==> config.mk <==
export PLATFORM = sky130hd
export DESIGN_NAME = multi_issue_decode
export DESIGN_NICKNAME = d
export VERILOG_FILES = /design/src/rtl/multi_decode_pkg.sv /design/src/rtl/lane_decoder.sv /design/src/rtl/multi_issue_decode.sv
export SDC_FILE = /design/constraint.sdc
export NUM_CORES = 1
export LEC_CHECK = 0
export CORE_UTILIZATION = 54
export CTS_CLUSTER_SIZE = 25
export DETAILED_ROUTE_END_ITERATION = 10
export GPL_TIMING_DRIVEN = 0
export PLACE_DENSITY = 0.82
export REMOVE_ABC_BUFFERS = 1
export SYNTH_ARGS = -nofsm -noshare
export SYNTH_HDL_FRONTEND = slang
export SYNTH_SLANG_ARGS = --single-unit
==> constraint.sdc <==
create_clock -name clk_i -period 4.01 [get_ports clk_i]
set_input_delay 1.0025 -clock clk_i [delete_from_list [all_inputs] [get_ports clk_i]]
set_output_delay 1.0025 -clock clk_i [all_outputs]
set_load 0.1 [all_outputs]
==> src/rtl/multi_decode_pkg.sv <==
// Shared types and encodings for the multi-issue decode stage: opcodes, ALU and
// immediate selectors, and the packed per-lane control bundle.
package multi_decode_pkg;

    localparam logic [6:0] OP_R      = 7'b0110011;
    localparam logic [6:0] OP_I      = 7'b0010011;
    localparam logic [6:0] OP_LOAD   = 7'b0000011;
    localparam logic [6:0] OP_STORE  = 7'b0100011;
    localparam logic [6:0] OP_BRANCH = 7'b1100011;
    localparam logic [6:0] OP_JAL    = 7'b1101111;
    localparam logic [6:0] OP_JALR   = 7'b1100111;
    localparam logic [6:0] OP_LUI    = 7'b0110111;
    localparam logic [6:0] OP_AUIPC  = 7'b0010111;

    localparam logic [3:0] ALU_ADD   = 4'b0000;
    localparam logic [3:0] ALU_SUB   = 4'b0001;
    localparam logic [3:0] ALU_AND   = 4'b0010;
    localparam logic [3:0] ALU_OR    = 4'b0011;
    localparam logic [3:0] ALU_XOR   = 4'b0100;
    localparam logic [3:0] ALU_SLT   = 4'b0101;
    localparam logic [3:0] ALU_SLTU  = 4'b0110;
    localparam logic [3:0] ALU_SLL   = 4'b0111;
    localparam logic [3:0] ALU_SRL   = 4'b1000;
    localparam logic [3:0] ALU_SRA   = 4'b1001;
    localparam logic [3:0] ALU_PASSB = 4'b1010;

    localparam logic [2:0] IMM_I = 3'b000;
    localparam logic [2:0] IMM_S = 3'b001;
    localparam logic [2:0] IMM_B = 3'b010;
    localparam logic [2:0] IMM_J = 3'b011;
    localparam logic [2:0] IMM_U = 3'b100;

    localparam logic [1:0] RES_ALU = 2'b00;
    localparam logic [1:0] RES_MEM = 2'b01;
    localparam logic [1:0] RES_PC4 = 2'b10;

    localparam logic [1:0] TGT_PCIMM = 2'b00;
    localparam logic [1:0] TGT_ALU   = 2'b01;
    localparam logic [1:0] TGT_NONE  = 2'b10;

    typedef struct packed {
        logic       jump;
        logic       branch;
        logic       mem_write;
        logic       alu_src;
        logic       reg_write;
        logic [1:0] result_src;
        logic [1:0] target_src;
        logic [2:0] imm_src;
        logic [3:0] alu_ctrl;
    } ctrl_t;

    localparam ctrl_t CTRL_RST = ctrl_t'{1'b0, 1'b0, 1'b0, 1'b0, 1'b0, RES_ALU, TGT_NONE,
                                         IMM_I, ALU_ADD};

    // alt selects SUB/SRA; callers only assert it where funct7[5] is meaningful.
    function automatic logic [3:0] alu_from_funct(input logic [2:0] f3, input logic alt);
        logic [3:0] op;
        case (f3)
            3'b000:  op = alt ? ALU_SUB : ALU_ADD;
            3'b001:  op = ALU_SLL;
            3'b010:  op = ALU_SLT;
            3'b011:  op = ALU_SLTU;
            3'b100:  op = ALU_XOR;
            3'b101:  op = alt ? ALU_SRA : ALU_SRL;
            3'b110:  op = ALU_OR;
            default: op = ALU_AND;
        endcase
        return op;
    endfunction

endpackage

==> src/rtl/lane_decoder.sv <==
// Combinational single-instruction decoder: control bundle, source-use flags,
// memory-access flag and illegal-encoding flag.
module lane_decoder
    import multi_decode_pkg::*;
(
    input  logic [31:0] instr_i,
    output ctrl_t       ctrl_o,
    output logic        use_rs1_o,
    output logic        use_rs2_o,
    output logic        is_mem_o,
    output logic        illegal_o
);

    logic [6:0] opcode;
    logic [2:0] f3;
    logic [6:0] f7;
    logic       legal;
    ctrl_t      ctrl;
    logic       use_rs1;
    logic       use_rs2;
    logic       is_mem;
    logic       unused_fields;

    assign opcode        = instr_i[6:0];
    assign f3            = instr_i[14:12];
    assign f7            = instr_i[31:25];
    assign unused_fields = ^{instr_i[24:15], instr_i[11:7]};

    always_comb begin
        ctrl    = CTRL_RST;
        use_rs1 = 1'b0;
        use_rs2 = 1'b0;
        is_mem  = 1'b0;
        legal   = 1'b1;
        case (opcode)
            OP_R: begin
                legal = (f7 == 7'b0000000) ||
                        (f7 == 7'b0100000 && (f3 == 3'b000 || f3 == 3'b101));
                ctrl.reg_write = 1'b1;
                ctrl.alu_ctrl  = alu_from_funct(f3, f7[5]);
                use_rs1        = 1'b1;
                use_rs2        = 1'b1;
            end
            OP_I: begin
                if (f3 == 3'b001) begin
                    legal = (f7 == 7'b0000000);
                end else if (f3 == 3'b101) begin
                    legal = (f7 == 7'b0000000) || (f7 == 7'b0100000);
                end
                ctrl.reg_write = 1'b1;
                ctrl.alu_src   = 1'b1;
                ctrl.alu_ctrl  = alu_from_funct(f3, (f3 == 3'b101) && f7[5]);
                use_rs1        = 1'b1;
            end
            OP_LOAD: begin
                legal = !(f3 == 3'b011 || f3 == 3'b110 || f3 == 3'b111);
                ctrl.reg_write  = 1'b1;
                ctrl.alu_src    = 1'b1;
                ctrl.result_src = RES_MEM;
                use_rs1         = 1'b1;
                is_mem          = 1'b1;
            end
            OP_STORE: begin
                legal = (f3 <= 3'b010);
                ctrl.mem_write = 1'b1;
                ctrl.alu_src   = 1'b1;
                ctrl.imm_src   = IMM_S;
                use_rs1        = 1'b1;
                use_rs2        = 1'b1;
                is_mem         = 1'b1;
            end
            OP_BRANCH: begin
                legal = !(f3 == 3'b010 || f3 == 3'b011);
                ctrl.branch     = 1'b1;
                ctrl.imm_src    = IMM_B;
                ctrl.target_src = TGT_PCIMM;
                ctrl.alu_ctrl   = f3[2] ? (f3[1] ? ALU_SLTU : ALU_SLT) : ALU_SUB;
                use_rs1         = 1'b1;
                use_rs2         = 1'b1;
            end
            OP_JAL: begin
                ctrl.jump       = 1'b1;
                ctrl.reg_write  = 1'b1;
                ctrl.result_src = RES_PC4;
                ctrl.imm_src    = IMM_J;
                ctrl.target_src = TGT_PCIMM;
            end
            OP_JALR: begin
                legal = (f3 == 3'b000);
                ctrl.jump       = 1'b1;
                ctrl.reg_write  = 1'b1;
                ctrl.alu_src    = 1'b1;
                ctrl.result_src = RES_PC4;
                ctrl.target_src = TGT_ALU;
                use_rs1         = 1'b1;
            end
            OP_LUI: begin
                ctrl.reg_write = 1'b1;
                ctrl.alu_src   = 1'b1;
                ctrl.imm_src   = IMM_U;
                ctrl.alu_ctrl  = ALU_PASSB;
            end
            OP_AUIPC: begin
                ctrl.reg_write = 1'b1;
                ctrl.alu_src   = 1'b1;
                ctrl.imm_src   = IMM_U;
            end
            default: legal = 1'b0;
        endcase

        // Illegal lanes collapse to a NOP so they never create hazards.
        if (!legal) begin
            ctrl    = CTRL_RST;
            use_rs1 = 1'b0;
            use_rs2 = 1'b0;
            is_mem  = 1'b0;
        end
    end

    assign ctrl_o    = ctrl;
    assign use_rs1_o = use_rs1;
    assign use_rs2_o = use_rs2;
    assign is_mem_o  = is_mem;
    assign illegal_o = !legal;

endmodule

==> src/rtl/multi_issue_decode.sv <==
// N-wide decode stage: holds a fetch bundle and issues it as dependency-free groups.
// Optional MID_ILLEGAL_TRAP_EN adds per-lane illegal flags and ends a bundle at an illegal lane.
module multi_issue_decode
    import multi_decode_pkg::*;
#(
    parameter int unsigned ISSUE_W = 2,
    parameter int unsigned CTRL_W  = 16
) (
    input  logic                    clk_i,
    input  logic                    rstn_i,
    input  logic                    flush_i,
    input  logic                    in_valid_i,
    output logic                    in_ready_o,
    input  logic [ISSUE_W*32-1:0]   in_instr_i,
    input  logic [ISSUE_W-1:0]      in_lane_valid_i,
    input  logic [31:0]             in_pc_i,
    output logic                    out_valid_o,
    input  logic                    out_ready_i,
    output logic [ISSUE_W-1:0]      out_lane_valid_o,
    output logic [ISSUE_W*CTRL_W-1:0] out_ctrl_o,
    output logic [ISSUE_W*15-1:0]   out_regs_o,
    output logic [ISSUE_W*32-1:0]   out_pc_o,
`ifdef MID_ILLEGAL_TRAP_EN
    output logic [ISSUE_W-1:0]      out_illegal_o,
`endif
    output logic                    out_split_o
);

    logic [31:0]              instr_q [ISSUE_W];
    logic [31:0]              instr_d [ISSUE_W];
    logic [31:0]              pc_q, pc_d;
    logic [ISSUE_W-1:0]       pend_q, pend_d;
    logic                     out_valid_q, out_valid_d;
    logic [ISSUE_W-1:0]       out_mask_q, out_mask_d;
    logic [ISSUE_W*CTRL_W-1:0] out_ctrl_q, out_ctrl_d;
    logic [ISSUE_W*15-1:0]    out_regs_q, out_regs_d;
    logic [ISSUE_W*32-1:0]    out_pc_q, out_pc_d;
    logic                     out_split_q, out_split_d;

    ctrl_t                    lane_ctrl [ISSUE_W];
    logic [ISSUE_W-1:0]       lane_rs1, lane_rs2, lane_mem, lane_illegal;
    logic [ISSUE_W-1:0]       group_mask, rem_mask;
    logic                     kill;
    logic                     advance, accept;

    for (genvar g = 0; g < ISSUE_W; g++) begin : g_lane
        lane_decoder u_dec (
            .instr_i   (instr_q[g]),
            .ctrl_o    (lane_ctrl[g]),
            .use_rs1_o (lane_rs1[g]),
            .use_rs2_o (lane_rs2[g]),
            .is_mem_o  (lane_mem[g]),
            .illegal_o (lane_illegal[g])
        );
    end

    // Group = longest hazard-free run of pending lanes starting at the lowest one.
    always_comb begin
        logic [31:0] wr_set;
        logic        has_mem, prev_bj, open, started, conflict;
        group_mask = '0;
        kill       = 1'b0;
        wr_set     = '0;
        has_mem    = 1'b0;
        prev_bj    = 1'b0;
        open       = 1'b1;
        started    = 1'b0;
        conflict   = 1'b0;
        for (int i = 0; i < int'(ISSUE_W); i++) begin
            if (open && pend_q[i]) begin
                conflict = 1'b0;
                if (started) begin
                    conflict = (lane_rs1[i] && wr_set[instr_q[i][19:15]]) ||
                               (lane_rs2[i] && wr_set[instr_q[i][24:20]]) ||
                               (lane_mem[i] && has_mem) || prev_bj;
                end
                if (conflict) begin
                    open = 1'b0;
                end else begin
                    group_mask[i] = 1'b1;
                    started       = 1'b1;
                    if (lane_ctrl[i].reg_write && instr_q[i][11:7] != 5'd0) begin
                        wr_set[instr_q[i][11:7]] = 1'b1;
                    end
                    has_mem = has_mem | lane_mem[i];
                    prev_bj = lane_ctrl[i].jump | lane_ctrl[i].branch;
`ifdef MID_ILLEGAL_TRAP_EN
                    if (lane_illegal[i]) begin
                        open = 1'b0;
                        kill = 1'b1;
                    end
`endif
                end
            end else if (started) begin
                open = 1'b0;
            end
        end
    end

`ifndef MID_ILLEGAL_TRAP_EN
    logic unused_illegal;
    assign unused_illegal = ^lane_illegal;
`endif

    assign rem_mask   = kill ? '0 : (pend_q & ~group_mask);
    assign advance    = !out_valid_q || out_ready_i;
    assign in_ready_o = !flush_i && (pend_q == '0 || (advance && rem_mask == '0));
    assign accept     = in_valid_i && in_ready_o;

    always_comb begin
        instr_d     = instr_q;
        pc_d        = pc_q;
        pend_d      = pend_q;
        out_valid_d = out_valid_q;
        out_mask_d  = out_mask_q;
        out_ctrl_d  = out_ctrl_q;
        out_regs_d  = out_regs_q;
        out_pc_d    = out_pc_q;
        out_split_d = out_split_q;
        if (flush_i) begin
            pend_d      = '0;
            out_valid_d = 1'b0;
        end else begin
            if (advance) begin
                if (pend_q != '0) begin
                    out_valid_d = 1'b1;
                    out_mask_d  = group_mask;
                    out_split_d = (rem_mask != '0);
                    pend_d      = rem_mask;
                    for (int i = 0; i < int'(ISSUE_W); i++) begin
                        out_ctrl_d[i*CTRL_W +: CTRL_W] = group_mask[i] ? lane_ctrl[i] : CTRL_RST;
                        out_regs_d[i*15 +: 15] = {instr_q[i][11:7], instr_q[i][24:20],
                                                  instr_q[i][19:15]};
                        out_pc_d[i*32 +: 32]   = pc_q + 32'(i) * 32'd4;
                    end
                end else begin
                    out_valid_d = 1'b0;
                end
            end
            // Accept is only possible when the hold register drains this edge.
            if (accept) begin
                for (int i = 0; i < int'(ISSUE_W); i++) begin
                    instr_d[i] = in_instr_i[i*32 +: 32];
                end
                pc_d   = in_pc_i;
                pend_d = in_lane_valid_i;
            end
        end
    end

    always_ff @(posedge clk_i or negedge rstn_i) begin
        if (!rstn_i) begin
            for (int i = 0; i < int'(ISSUE_W); i++) begin
                instr_q[i] <= '0;
            end
            pc_q        <= '0;
            pend_q      <= '0;
            out_valid_q <= 1'b0;
            out_mask_q  <= '0;
            out_ctrl_q  <= {ISSUE_W{CTRL_RST}};
            out_regs_q  <= '0;
            out_pc_q    <= '0;
            out_split_q <= 1'b0;
        end else begin
            instr_q     <= instr_d;
            pc_q        <= pc_d;
            pend_q      <= pend_d;
            out_valid_q <= out_valid_d;
            out_mask_q  <= out_mask_d;
            out_ctrl_q  <= out_ctrl_d;
            out_regs_q  <= out_regs_d;
            out_pc_q    <= out_pc_d;
            out_split_q <= out_split_d;
        end
    end

`ifdef MID_ILLEGAL_TRAP_EN
    logic [ISSUE_W-1:0] out_illegal_q;

    always_ff @(posedge clk_i or negedge rstn_i) begin
        if (!rstn_i) begin
            out_illegal_q <= '0;
        end else if (!flush_i && advance && pend_q != '0) begin
            out_illegal_q <= group_mask & lane_illegal;
        end
    end

    assign out_illegal_o = out_illegal_q;
`endif

    assign out_valid_o      = out_valid_q;
    assign out_lane_valid_o = out_mask_q;
    assign out_ctrl_o       = out_ctrl_q;
    assign out_regs_o       = out_regs_q;
    assign out_pc_o         = out_pc_q;
    assign out_split_o      = out_split_q;

endmodule

==> results of run 1 <==
==> stage by stage <==
step,power [uW],TNS [ns],setup slack [ns],util [%]
after floorplan,5780,-884.81,-5.40,-
after global placement,6750,-3942.68,-10.60,63.8
after detailed placement,6810,-1.62,-1.62,66.6
after CTS,9520,0,0.00538,71.5
after global routing,9870,-0.0156,-0.0156,71.9
final,9500,0,0.0786,71.9
==> worst paths after layout <==
check,from,to,slack [ns],cells past startpoint
worst max register to register,pend_q[1],instr_q[10],0.38,8
max in group asynchronous,rstn_i,instr_q[5],2.38,2
worst max-delay path,instr_q[0],in_ready_o,0.08,11
worst min-delay path,out_pc_o[14],out_pc_o[14],0.47,2
min in group asynchronous,rstn_i,out_pc_o[45],0.53,1
worst min register to register,out_pc_o[14],out_pc_o[14],0.47,2
==> where the power goes <==
| part | switching, uW | total (uW) | leakage, uW | internal (uW) |
|---|---|---|---|---|
| sequential | 417 | 3110 | 0.00271 | 2700 |
| clock | 969 | 2650 | 0.000479 | 1680 |
| combinational | 2740 | 3740 | 0.00350 | 1000 |
| total | 4130 | 9500 | 0.00668 | 5370 |
==> sequential cells by signal, indices dropped and copies added, names as in the netlist <==
| name | cells |
|---|---|
| out_ctrl_o | 31 |
| instr_q | 64 |
| out_pc_o | 62 |
| out_valid_o | 1 |
| pc_q | 32 |
| pend_q | 2 |
| out_lane_valid_o | 2 |
| out_regs_o | 30 |
| out_split_o | 1 |
==> cells by family after synthesis <==
group / Yosys count / synth area share [%]
mux: 2 / 0.173
flops: 225 / 43.3
xor+xnor: 36 / 2.43
compound gates: 317 / 19.0
simple gates: 783 / 29.4
buf+inv: 159 / 5.61
fa+ha+maj: 1 / 0.0962
==> tightest hold or removal path, stage by stage (launching register included) <==
cell and delay [ns]:
dfrtp_1 0.34, nand2_1 0.05, nand2_1 0.05
==> layer usage <==
metal	vias to the layer above	wire (um)	GRT usage, %
met5	-	11	0
met4	2	1220	11.7
met3	88	2510	4.90
met2	452	18100	48.7
met1	6141	16200	41.0
li1	5785	-	-
==> cell usage after synthesis (8+ instances only) <==
cell type / number / share of area (%)
nand2_1: 447 / 13
dfrtp_1: 223 / 43
clkbuf_1: 106 / 3.1
nor3b_1: 96 / 5.5
and2_1: 95 / 4.6
a221oi_1: 93 / 6.3
o311ai_0: 61 / 4.1
o21ai_0: 36 / 1.4
nor2_1: 33 / 0.95
nand3_1: 31 / 1.2
a21oi_1: 29 / 1.1
o311ai_1: 29 / 2.0
xor2_1: 22 / 1.5
buf_2: 19 / 0.73
buf_4: 19 / 1.1
nor3_1: 16 / 0.62
xnor2_1: 14 / 0.94
and3_1: 10 / 0.48
o21ai_1: 10 / 0.39
a31oi_1: 8 / 0.39
inv_1: 8 / 0.23
nor2b_1: 8 / 0.39
==> area by class of cell <==
class	count	share of cell area (%)
clock inverter	10	1.06
antenna	2	0.0296
inverter	8	0.177
tap	319	2.36
multi-input combinational	1139	40.0
sequential	225	33.4
clock buffer	38	4.65
timing repair buffer	290	18.3
==> cell usage in the layout (no fill, tap or decap), types with 21 or more instances in the layout <==
cell type / synthesis / final
a21oi_1: 29 / 27
a221oi_1: 93 / 93
and2_1: 95 / 95
buf_6: 5 / 21
clkbuf_16: 0 / 27
clkdlybuf4s50_1: 0 / 231
dfrtp_1: 223 / 200
dfrtp_2: 0 / 22
nand2_1: 447 / 447
nand3_1: 31 / 31
nor2_1: 33 / 33
nor3b_1: 96 / 95
o21ai_0: 36 / 35
o311ai_0: 61 / 61
o311ai_1: 29 / 29
xor2_1: 22 / 22
==> what timing repair did <==
| action | CTS | global route |
|---|---|---|
| hold endpoints to repair | 0 | 0 |
| buffers inserted | 16 | 4 |
| setup endpoints to repair | 1 | 13 |
| gates resized for setup | 37 | 12 |
| hold buffers | 0 | 0 |
| pin swaps | 4 | 3 |
| cloned | 1 | 0 |
==> flow_metrics.py, run 1 <==
metrics = {
    "timing": {
        "tightest_slew_ns": 1.07,
        "slew_headroom_pct": 28.6,
        "hold_viol": 0,
        "setup_viol": 0,
        "period_needed_ns": 3.93,
        "rsz0062_at_grt": "yes",
        "fmax_ghz": 0.254,
        "finClkSkew_ns": 0.00725,
        "slew_viol_final": 0,
        "hold_slack_ns": 0.470,
        "period_share_pct": 98.0,
    },
    "cts": {
        "clockBufferDepth": 3,
        "clock-sinks": 225,
        "clock_latency_ns": 0.53,
        "ctsHtreeMaxLevel": 1,
        "cts_buffers": 27,
        "cts_tree": "built",
        "cts_root_buf": "clkbuf_16",
        "clk_pin_slew_worst_paths_ns": 0.06,
    },
    "setup_path": {
        "cp_max_fo": 6,
        "crit_slowest_cell": "dfrtp_2",
        "start_kind": "flip-flop",
        "worstPathArrival_ns": 2.93,
        "cp_slowest_stage_delay_ns": 0.45,
        "required_ns": 3.01,
        "worstPathBufferInverterCount": 4,
        "cp_top_family": "buffers and inverters",
        "crit_type": "flip-flop to primary output",
        "cp-end-kind": "primary output",
        "critical_path.cell_chain": "nor4bb_4 > buf_4 > o2111ai_1 > nand4_1 > buf_4 > a21oi_4 > a2111oi_4 > buf_6 > o21a_4 > nor3_4 > buf_6",
    },
    "layout": {
        "nets": 1795,
        "design_area_sq_um": 16900,
        "fin_cells": 2031,
        "area_growth_pct": 30.3,
        "regArea_sq_um": 5660,
        "fill_cells": 1741,
        "multiInputGateArea_sq_um": 6770,
        "drive_gt1_share_pct": 9.12,
    },
    "floorplanning": {
        "coreArea_sq_um": 23500,
        "start_util_pct": 55.2,
        "ios": 234,
        "die_w_um": 157,
        "die_h_um": 157,
        "rows": 56,
        "die-area_sq_um": 24700,
    },
    "global_route": {
        "globalRouteTotalUtil_pct": 30.3,
        "grt_pass1_wl_um": 60700,
        "grt_antenna_before_repair": 2,
        "grt_max_degree": 118,
        "grt_remaining_overflow": 0,
        "grt_pass1_vias": 12011,
    },
    "placed_design": {
        "dpl_cell_area_sq_um": 15700,
        "gp_congestion": 0.848,
        "hpwlAfterDp_um": 24400,
        "io_buffers": 233,
        "dpl.cell_count": 1962,
    },
    "routing": {
        "final_antenna_net_count": 0,
        "wl_per_cell_um": 18.7,
        "vias": 12468,
        "drt_iter0_markers": 1010,
        "via_per_inst": 6.14,
        "finalWirelength_um": 38000,
        "drc": 0,
        "first_pass_iters": 5,
    },
    "power_and_ir_drop": {
        "p_leak_uw": 0.00668,
        "p_per_area_nw_per_um2": 561,
        "peakVddDrop_mv": 0.453,
    },
    "synth": {
        "synth.avg_cell_area_sq_um": 8.54,
        "synth_cells": 1523,
        "seq_area_frac_synth_pct": 43.3,
        "synth.distinct_cells": 64,
        "synth-seq-cells": 225,
        "syn_area_sq_um": 13000,
        "ys.warnings.count": 0,
        "async_flop_share_pct": 100,
        "ys.flop_type": "dfrtp_1",
        "synth-edff-count": 0,
    },
    "outcome": {
        "status": "finished, final reports clean",
    },
    "flow_run": {
        "maxCapViolCount": 0,
    },
    "worst_hold_path": {
        "hold_class": "flip-flop to flip-flop",
    },
}
(Power assumes the default switching activity.)
==> inputs of run 2 (changes only) <==
- PLACE_DENSITY: 0.82 -> 0.9
==> run 2 against run 1 <==
  * Critical path depth decreased by 2
  * Design area decreased by 1.0%
  * Critical path type unchanged
  * Via count increased by 1.2%
  * Routed wire length increased by 3.4%
  * Total power decreased by 4.2%
  * Largest power group unchanged
  * Highest routed layer unchanged
  * Largest cell class unchanged
  * Flip-flop and latch count unchanged
==> flow_metrics.py, run 2 (synthesis results as in run 1) <==
metrics = {
    "outcome": {
        "status": "finished, final reports clean",
    },
    "power_and_ir_drop": {
        "p_per_area_nw_per_um2": 543,
        "p_leak_uw": 0.00660,
        "peakVddDrop_mv": 0.437,
    },
    "routing": {
        "wl_per_cell_um": 19.4,
        "via_per_inst": 6.22,
        "vias": 12623,
        "final_antenna_net_count": 0,
        "finalWirelength_um": 39200,
        "drt_iter0_markers": 1036,
        "drc": 0,
        "first_pass_iters": 7,
    },
    "timing": {
        "period_share_pct": 98.4,
        "slew_headroom_pct": 28.6,
        "setup_ws_ns": 0.0659,
        "hold_viol": 0,
        "rsz0062_at_grt": "no",
        "fmax_ghz": 0.254,
        "period_needed_ns": 3.94,
        "setup_tns_ns": 0,
        "setup_viol": 0,
        "tightest_slew_ns": 1.07,
        "slew_viol_final": 0,
        "finClkSkew_ns": 0.0162,
    },
    "setup_path": {
        "required_ns": 3.01,
        "cp_slowest_stage_delay_ns": 0.49,
        "worstPathBufferInverterCount": 2,
        "worstPathArrival_ns": 2.94,
        "reg2reg_slack_ns": 0.72,
        "critical_path.cell_chain": "or3b_2 > a21oi_1 > o2111a_1 > nor3_2 > a2111oi_4 > buf_6 > o21a_4 > nor3_2 > clkbuf_8",
        "crit_type": "flip-flop to primary output",
        "cp_top_family": "compound AO/OA/AOI/OAI gates",
        "crit_path_frequent_cell": "nor3_2",
        "crit_slowest_cell": "dfrtp_2",
        "start_kind": "flip-flop",
        "cp_max_fo": 13,
        "cp-end-kind": "primary output",
    },
    "floorplanning": {
        "die-area_sq_um": 24700,
        "start_util_pct": 55.2,
        "die_w_um": 157,
        "rows": 56,
        "coreArea_sq_um": 23500,
        "ios": 234,
        "die_h_um": 157,
    },
    "placed_design": {
        "place_ws_ns": -1.35,
        "io_buffers": 233,
        "gp_congestion": 0.853,
        "hpwlAfterDp_um": 25400,
        "dpl_cell_area_sq_um": 15700,
    },
    "cts": {
        "clk_pin_slew_worst_paths_ns": 0.06,
        "cts_root_buf": "clkbuf_16",
        "cts_buffers": 25,
        "ctsHtreeMaxLevel": 1,
        "clockBufferDepth": 3,
        "clock_latency_ns": 0.53,
        "cts_tree": "built",
        "clock-sinks": 225,
    },
    "global_route": {
        "grt_max_degree": 115,
        "grt_pass1_wl_um": 62500,
        "grt_remaining_overflow": 0,
        "globalRouteTotalUtil_pct": 31.2,
        "grt_antenna_before_repair": 2,
        "grt_pass1_vias": 12178,
    },
    "layout": {
        "drive_gt1_share_pct": 8.84,
        "design_area_sq_um": 16800,
        "nets": 1793,
        "largest_reg_flops": 64,
        "largest_register": "instr_q",
        "layout_common_cells": "447 x nand2_1, 231 x clkdlybuf4s50_1, 201 x dfrtp_1, 95 x and2_1, 95 x nor3b_1",
        "layout_commonest_cell": "nand2_1",
        "area_growth_pct": 28.9,
        "fill_cells": 1718,
    },
    "flow_run": {
        "maxCapViolCount": 0,
    },
    "worst_hold_path": {
        "hold_class": "flip-flop to flip-flop",
    },
}
-- run 2: cell count changes in the layout (fill, tap and decap cells not counted), sizes merged --
cell and change:
bufinv -5, nor2b +1, buf -3, diode -1, clkbuf +3, clkinv +2
-- run 2: layout make-up --
cell class / instances / area [sq um] / area share (%)
Antenna cell: 1 / 2.50 / 0.0149
Clock buffer: 39 / 748 / 4.47
Clock inverter: 7 / 38.8 / 0.231
Inverter: 8 / 30.0 / 0.179
Multi-Input combinational cell: 1140 / 6790 / 40.5
Sequential cell: 225 / 5660 / 33.8
Tap cell: 319 / 399 / 2.38
Timing Repair Buffer: 289 / 3080 / 18.4
-- run 2: final timing paths --
kind | cells after the start | startpoint | end
max | 9 | instr_q[44] | in_ready_o
min | 2 | out_regs_o[11] | out_regs_o[11]
max reg2reg | 12 | instr_q[44] | instr_q[31]
min reg2reg | 2 | out_regs_o[11] | out_regs_o[11]
max in group asynchronous | 2 | rstn_i | instr_q[5]
min in group asynchronous | 1 | rstn_i | out_pc_o[46]
-- run 2: timing repair --
| action | 4_1_cts | 5_1_grt |
|---|---|---|
| endpoints found under the setup margin | 1 | 1 |
| gates resized for setup | 34 | 15 |
| pin swaps | 3 | 4 |
| buffers inserted | 14 | 3 |
| gates cloned | 2 | 1 |
| hold buffers | 0 | 0 |
-- run 2: worst min-delay path: stages (launching register included) --
cell and delay (ns):
dfrtp_1 0.34, nand2_1 0.05, nand2_1 0.05
-- run 2: power breakdown --
part / switching (uW) / internal (uW) / total, uW / leakage (uW)
clock: 949 / 1280 / 2230 / 0.000395
combinational: 2760 / 993 / 3750 / 0.00350
sequential: 432 / 2690 / 3130 / 0.00271
-- run 2: per-layer routing --
metal	vias to the layer above	track usage, %	wire (um)
met3	105	5.64	2940
met1	6197	40.6	15800
li1	5789	-	-
met5	-	0	12
met2	530	52.1	19300
met4	2	10.9	1120
-- run 2: through the flow --
step	utilization [%]	cells	hold slack [ns]	total power, uW
finish	71.2	2028	0.470	9110
global route	71.2	2028	0.493	9420
CTS	70.7	2023	0.476	9090
detailed placement	66.5	1962	0.461	6830
global placement	63.8	1924	0.459	6730
floorplan	-	1372	0.453	5780
==> variant 1 (settings of run 2) <==
The parameter `ISSUE_W` goes from 2 to 1.
--- a/src/rtl/multi_issue_decode.sv
+++ b/src/rtl/multi_issue_decode.sv
@@ -4,5 +4,5 @@
     import multi_decode_pkg::*;
 #(
-    parameter int unsigned ISSUE_W = 2,
+    parameter int unsigned ISSUE_W = 1,
     parameter int unsigned CTRL_W  = 16
 ) (
Interface: changed (6 resized); port bits go from 234 to 137. No check against the original RTL was run, so the function may have changed too.
==> variant 1 against run 2 <==
Non-clock buffer count down 151. Largest power group is now registers. Sequential power down 46%. Power is 46% lower. Die area down 59%. Critical endpoint unchanged. Sequential cell count down 96. Fmax grew 4.6%. Setup slack better by 0.17 ns. Area after synthesis shrank 60%. Final area decreased by 56%. Cell count is 64% lower. Register-to-register slack gained 1.0 ns. Via count down 68%. Routed wire length down 68%.
==> variant 1: results (changes against run 2) <==
[global_route]
grt_pass1_vias = 4264  ; was 12200
met2_usage_pct = 47.4  ; was 52.1%
use_met1_pct = 30.2  ; was 40.6%
antenna_found_initial = 0  ; was 2
grt_pass1_wl_um = 20700  ; was 62500 um
use_met3_pct = 9.36  ; was 5.64%
grt_usage_pct = 27.1  ; was 31.2%

[worst_setup_path]
cp_max_fo = 5  ; was 13
rrSetupSlack_ns = 1.74  ; was 0.72 ns
startpoint = out_ready_i  ; was instr_q[44]
worst_path_largest_cell_delay_ns = 0.90  ; was 0.49 ns
critPathSlowestCell = dlygate4sd2_1  ; was dfrtp_2

[sta]
relSlewSlack_pct = 31.0  ; was 28.6%
skew_ns = 0.00797  ; was 0.0162 ns
fin_ws_ns = 0.240  ; was 0.0659 ns
whs_ns = 0.463  ; was 0.470 ns

[power_and_ir_drop]
clock_power_share_pct = 33.0  ; was 24.5%
seqPwrFrac_pct = 34.4  ; was 34.3%
p_int_mw = 2.98  ; was 4.97 mW
power_leakage_nw = 3.31  ; was 6.60 nW
peakVddDrop_mv = 0.506  ; was 0.437 mV

[place]
hpwlAfterDp_um = 8010  ; was 25400 um
io_buffers = 135  ; was 233
gp_congestion = 0.868  ; was 0.853
dpl.cell_count = 700  ; was 1962

[final_layout]
multi_input_gates = 302  ; was 1140
n_antenna_cell = 0  ; was 1
multiInputGateArea_sq_um = 1900  ; was 6790 sq um
clk_share_pct = 8.47  ; was 4.70%
nets = 660  ; was 1793
buffers_excl_clock = 138  ; was 289
area_growth_pct = 40.3  ; was 28.9%
inv_count = 2  ; was 8

[status]
outcome = finished clean  ; unchanged

[clock_tree]
cts_resized = 1  ; was 34
cts_buffer_depth = 2  ; was 3
ctsRootBufferMaster = clkbuf_8  ; was clkbuf_16
post_cts.repair.setup_buffers = 0  ; was 14
clkLatencyLatePin_ns = 0.50  ; was 0.53 ns

[logic_synthesis]
yosys-top-cells-area = dfrtp_1 61%, mux2_2 14%, nand2_1 12%, o31ai_1 1.3%, clkbuf_1 1.1%  ; was dfrtp_1 43%, nand2_1 13%, a221oi_1 6.3%, nor3b_1 5.5%, and2_1 4.6%
netlist-cell-type-count = 42  ; was 64
ys_top_cells_by_count = 163 x nand2_1, 128 x dfrtp_1, 64 x mux2_2, 15 x clkbuf_1, 10 x buf_2  ; was 447 x nand2_1, 223 x dfrtp_1, 106 x clkbuf_1, 96 x nor3b_1, 95 x and2_1

[drt]
top_layer_used = met4  ; was met5
wl_met2_um = 6570  ; was 19300 um
met1_length_um = 4790  ; was 15800 um
wl_um = 12600  ; was 39200 um
via_count = 3987  ; was 12600

[hold_path]
holdPathEnd = out_regs_o[5]  ; was out_regs_o[11]
hp-start = instr_q[20]  ; was out_regs_o[11]

## variant 1: changes by cell type in the layout (fill, tap and decap cells not counted), sizes merged, moves of 38 or more
cell	change
nand2	-284
clkdlybuf4s50	-98
dfrtp	-95
nor3b	-95
a221oi	-93
and2	-93
o311ai	-90
mux2	+62
buf	-52
o21ai	-38
## variant 1: cells by family (layout without fill, tap and decap cells)
logic type	after synthesis	in the layout	synth area share (%)
AO/OA/AOI/OAI	40	40	6.01
buffers and inverters	29	171	2.46
flip-flops	129	129	61.6
multiplexers	64	64	13.7
other	1	1	0.0715
AND/OR/NAND/NOR	197	197	16.2
## variant 1: critical path, delay by kind of cell
| family | cells | cell delay, ns |
|---|---|---|
| buffers and inverters | 2 | 1.36 |
| AOI/OAI and AO/OA | 1 | 0.30 |
| and+or+nand+nor | 1 | 0.10 |
==> variant 2 (config.mk and constraints of run 2) <==
Made on the original files. `pc_q` no longer has a reset.
--- a/src/rtl/multi_issue_decode.sv
+++ b/src/rtl/multi_issue_decode.sv
@@ -154,5 +154,4 @@
                 instr_q[i] <= '0;
             end
-            pc_q        <= '0;
             pend_q      <= '0;
             out_valid_q <= 1'b0;
@@ -164,5 +163,4 @@
         end else begin
             instr_q     <= instr_d;
-            pc_q        <= pc_d;
             pend_q      <= pend_d;
             out_valid_q <= out_valid_d;
@@ -175,4 +173,8 @@
     end
 
+    always_ff @(posedge clk_i) begin
+        pc_q <= pc_d;
+    end
+
 `ifdef MID_ILLEGAL_TRAP_EN
     logic [ISSUE_W-1:0] out_illegal_q;
Check against the original RTL: no difference found for any inputs over 4 cycles, from zero or initial values and one cycle with rstn_i low; that may be too few to reach the edited logic, so the function may still have changed.
==> variant 2 against run 2 <==
The flow now finishes with violations (DRC). Clock skew is 0.0034 ns lower. Register-to-register slack lost 0.35 ns. Clock power is 3% lower. Routed wire length fell by 36%. Power decreased by 7.0%. Setup slack gained 0.042 ns. Final area down 20%. Sequential cell count unchanged. Fmax rose by 1.1%. Area after synthesis is 23% lower. Synthesized cell count decreased by 40%. Highest routed layer is now met4.
==> variant 2: results (changes against run 2) <==
[worst_setup_path]
reg2reg_depth = 11  ; was 12
rrSetupSlack_ns = 0.37  ; was 0.72 ns

[drt]
top_layer_used = met4  ; was met5
wl_um = 25000  ; was 39200 um
drcViolationCount = 42  ; was 0
met1_length_um = 9790  ; was 15800 um
wl_met2_um = 12500  ; was 19300 um

[place]
gp_congestion = 0.844  ; was 0.853
place_area_sq_um = 12500  ; was 15700 sq um
dpl.cell_count = 1329  ; was 1962

[final_layout]
fillers = 1132  ; was 1718
nets = 1244  ; was 1793

[logic_synthesis]
synthArstFlopShare_pct = 85.8  ; was 100%
synth_edf_count = 32  ; was 0
ys_top_cells_by_count = 263 x nand2_1, 191 x dfrtp_1, 51 x o21ai_0, 49 x mux2_4, 40 x clkbuf_1  ; was 447 x nand2_1, 223 x dfrtp_1, 106 x clkbuf_1, 96 x nor3b_1, 95 x and2_1

[status]
outcome = finished with violations  ; was finished clean
violations = DRC

[global_route]
grt_max_degree = 109  ; was 115
grt_pass1_vias = 7988  ; was 12200
grt_usage_pct = 26.4  ; was 31.2%

[clock_tree]
cts_resized = 18  ; was 34
post_cts.repair.setup_buffers = 5  ; was 14

[power_and_ir_drop]
peakVddDrop_mv = 0.543  ; was 0.437 mV
power_leakage_nw = 5.87  ; was 6.60 nW

[hold_path]
hp-start = pc_q[1]  ; was out_regs_o[11]

==> variant 2: changes by cell type in the layout (fill, tap and decap cells not counted), sizes merged, moves of 7 or more <==
| cell | delta |
|---|---|
| nand2 | -184 |
| and2 | -94 |
| a221oi | -92 |
| nor3b | -92 |
| o311ai | -89 |
| mux2 | +62 |
| dfrtp | -32 |
| edfxtp | +32 |
| buf | -31 |
| nand3 | -16 |
| a22o | +11 |
| a21oi | -10 |
| xnor2 | +8 |
| and3 | -7 |
==> variant 2: logic make-up after synthesis <==
kind of cell,count (synthesis)
compound gates,128
xor+xnor,40
fa+ha+maj,1
buf+inv,63
flops,225
mux,64
simple gates,392
==> variant 2: cell type report <==
| type | count | area share, % |
|---|---|---|
| well taps | 229 | 2.13 |
| repair buffers | 256 | 19.2 |
| flip-flops and latches | 225 | 43.1 |
| inverters | 9 | 0.251 |
| multi-input cells | 625 | 29.5 |
| clock inverters | 1 | 0.0371 |
| clock buffers | 40 | 5.80 |
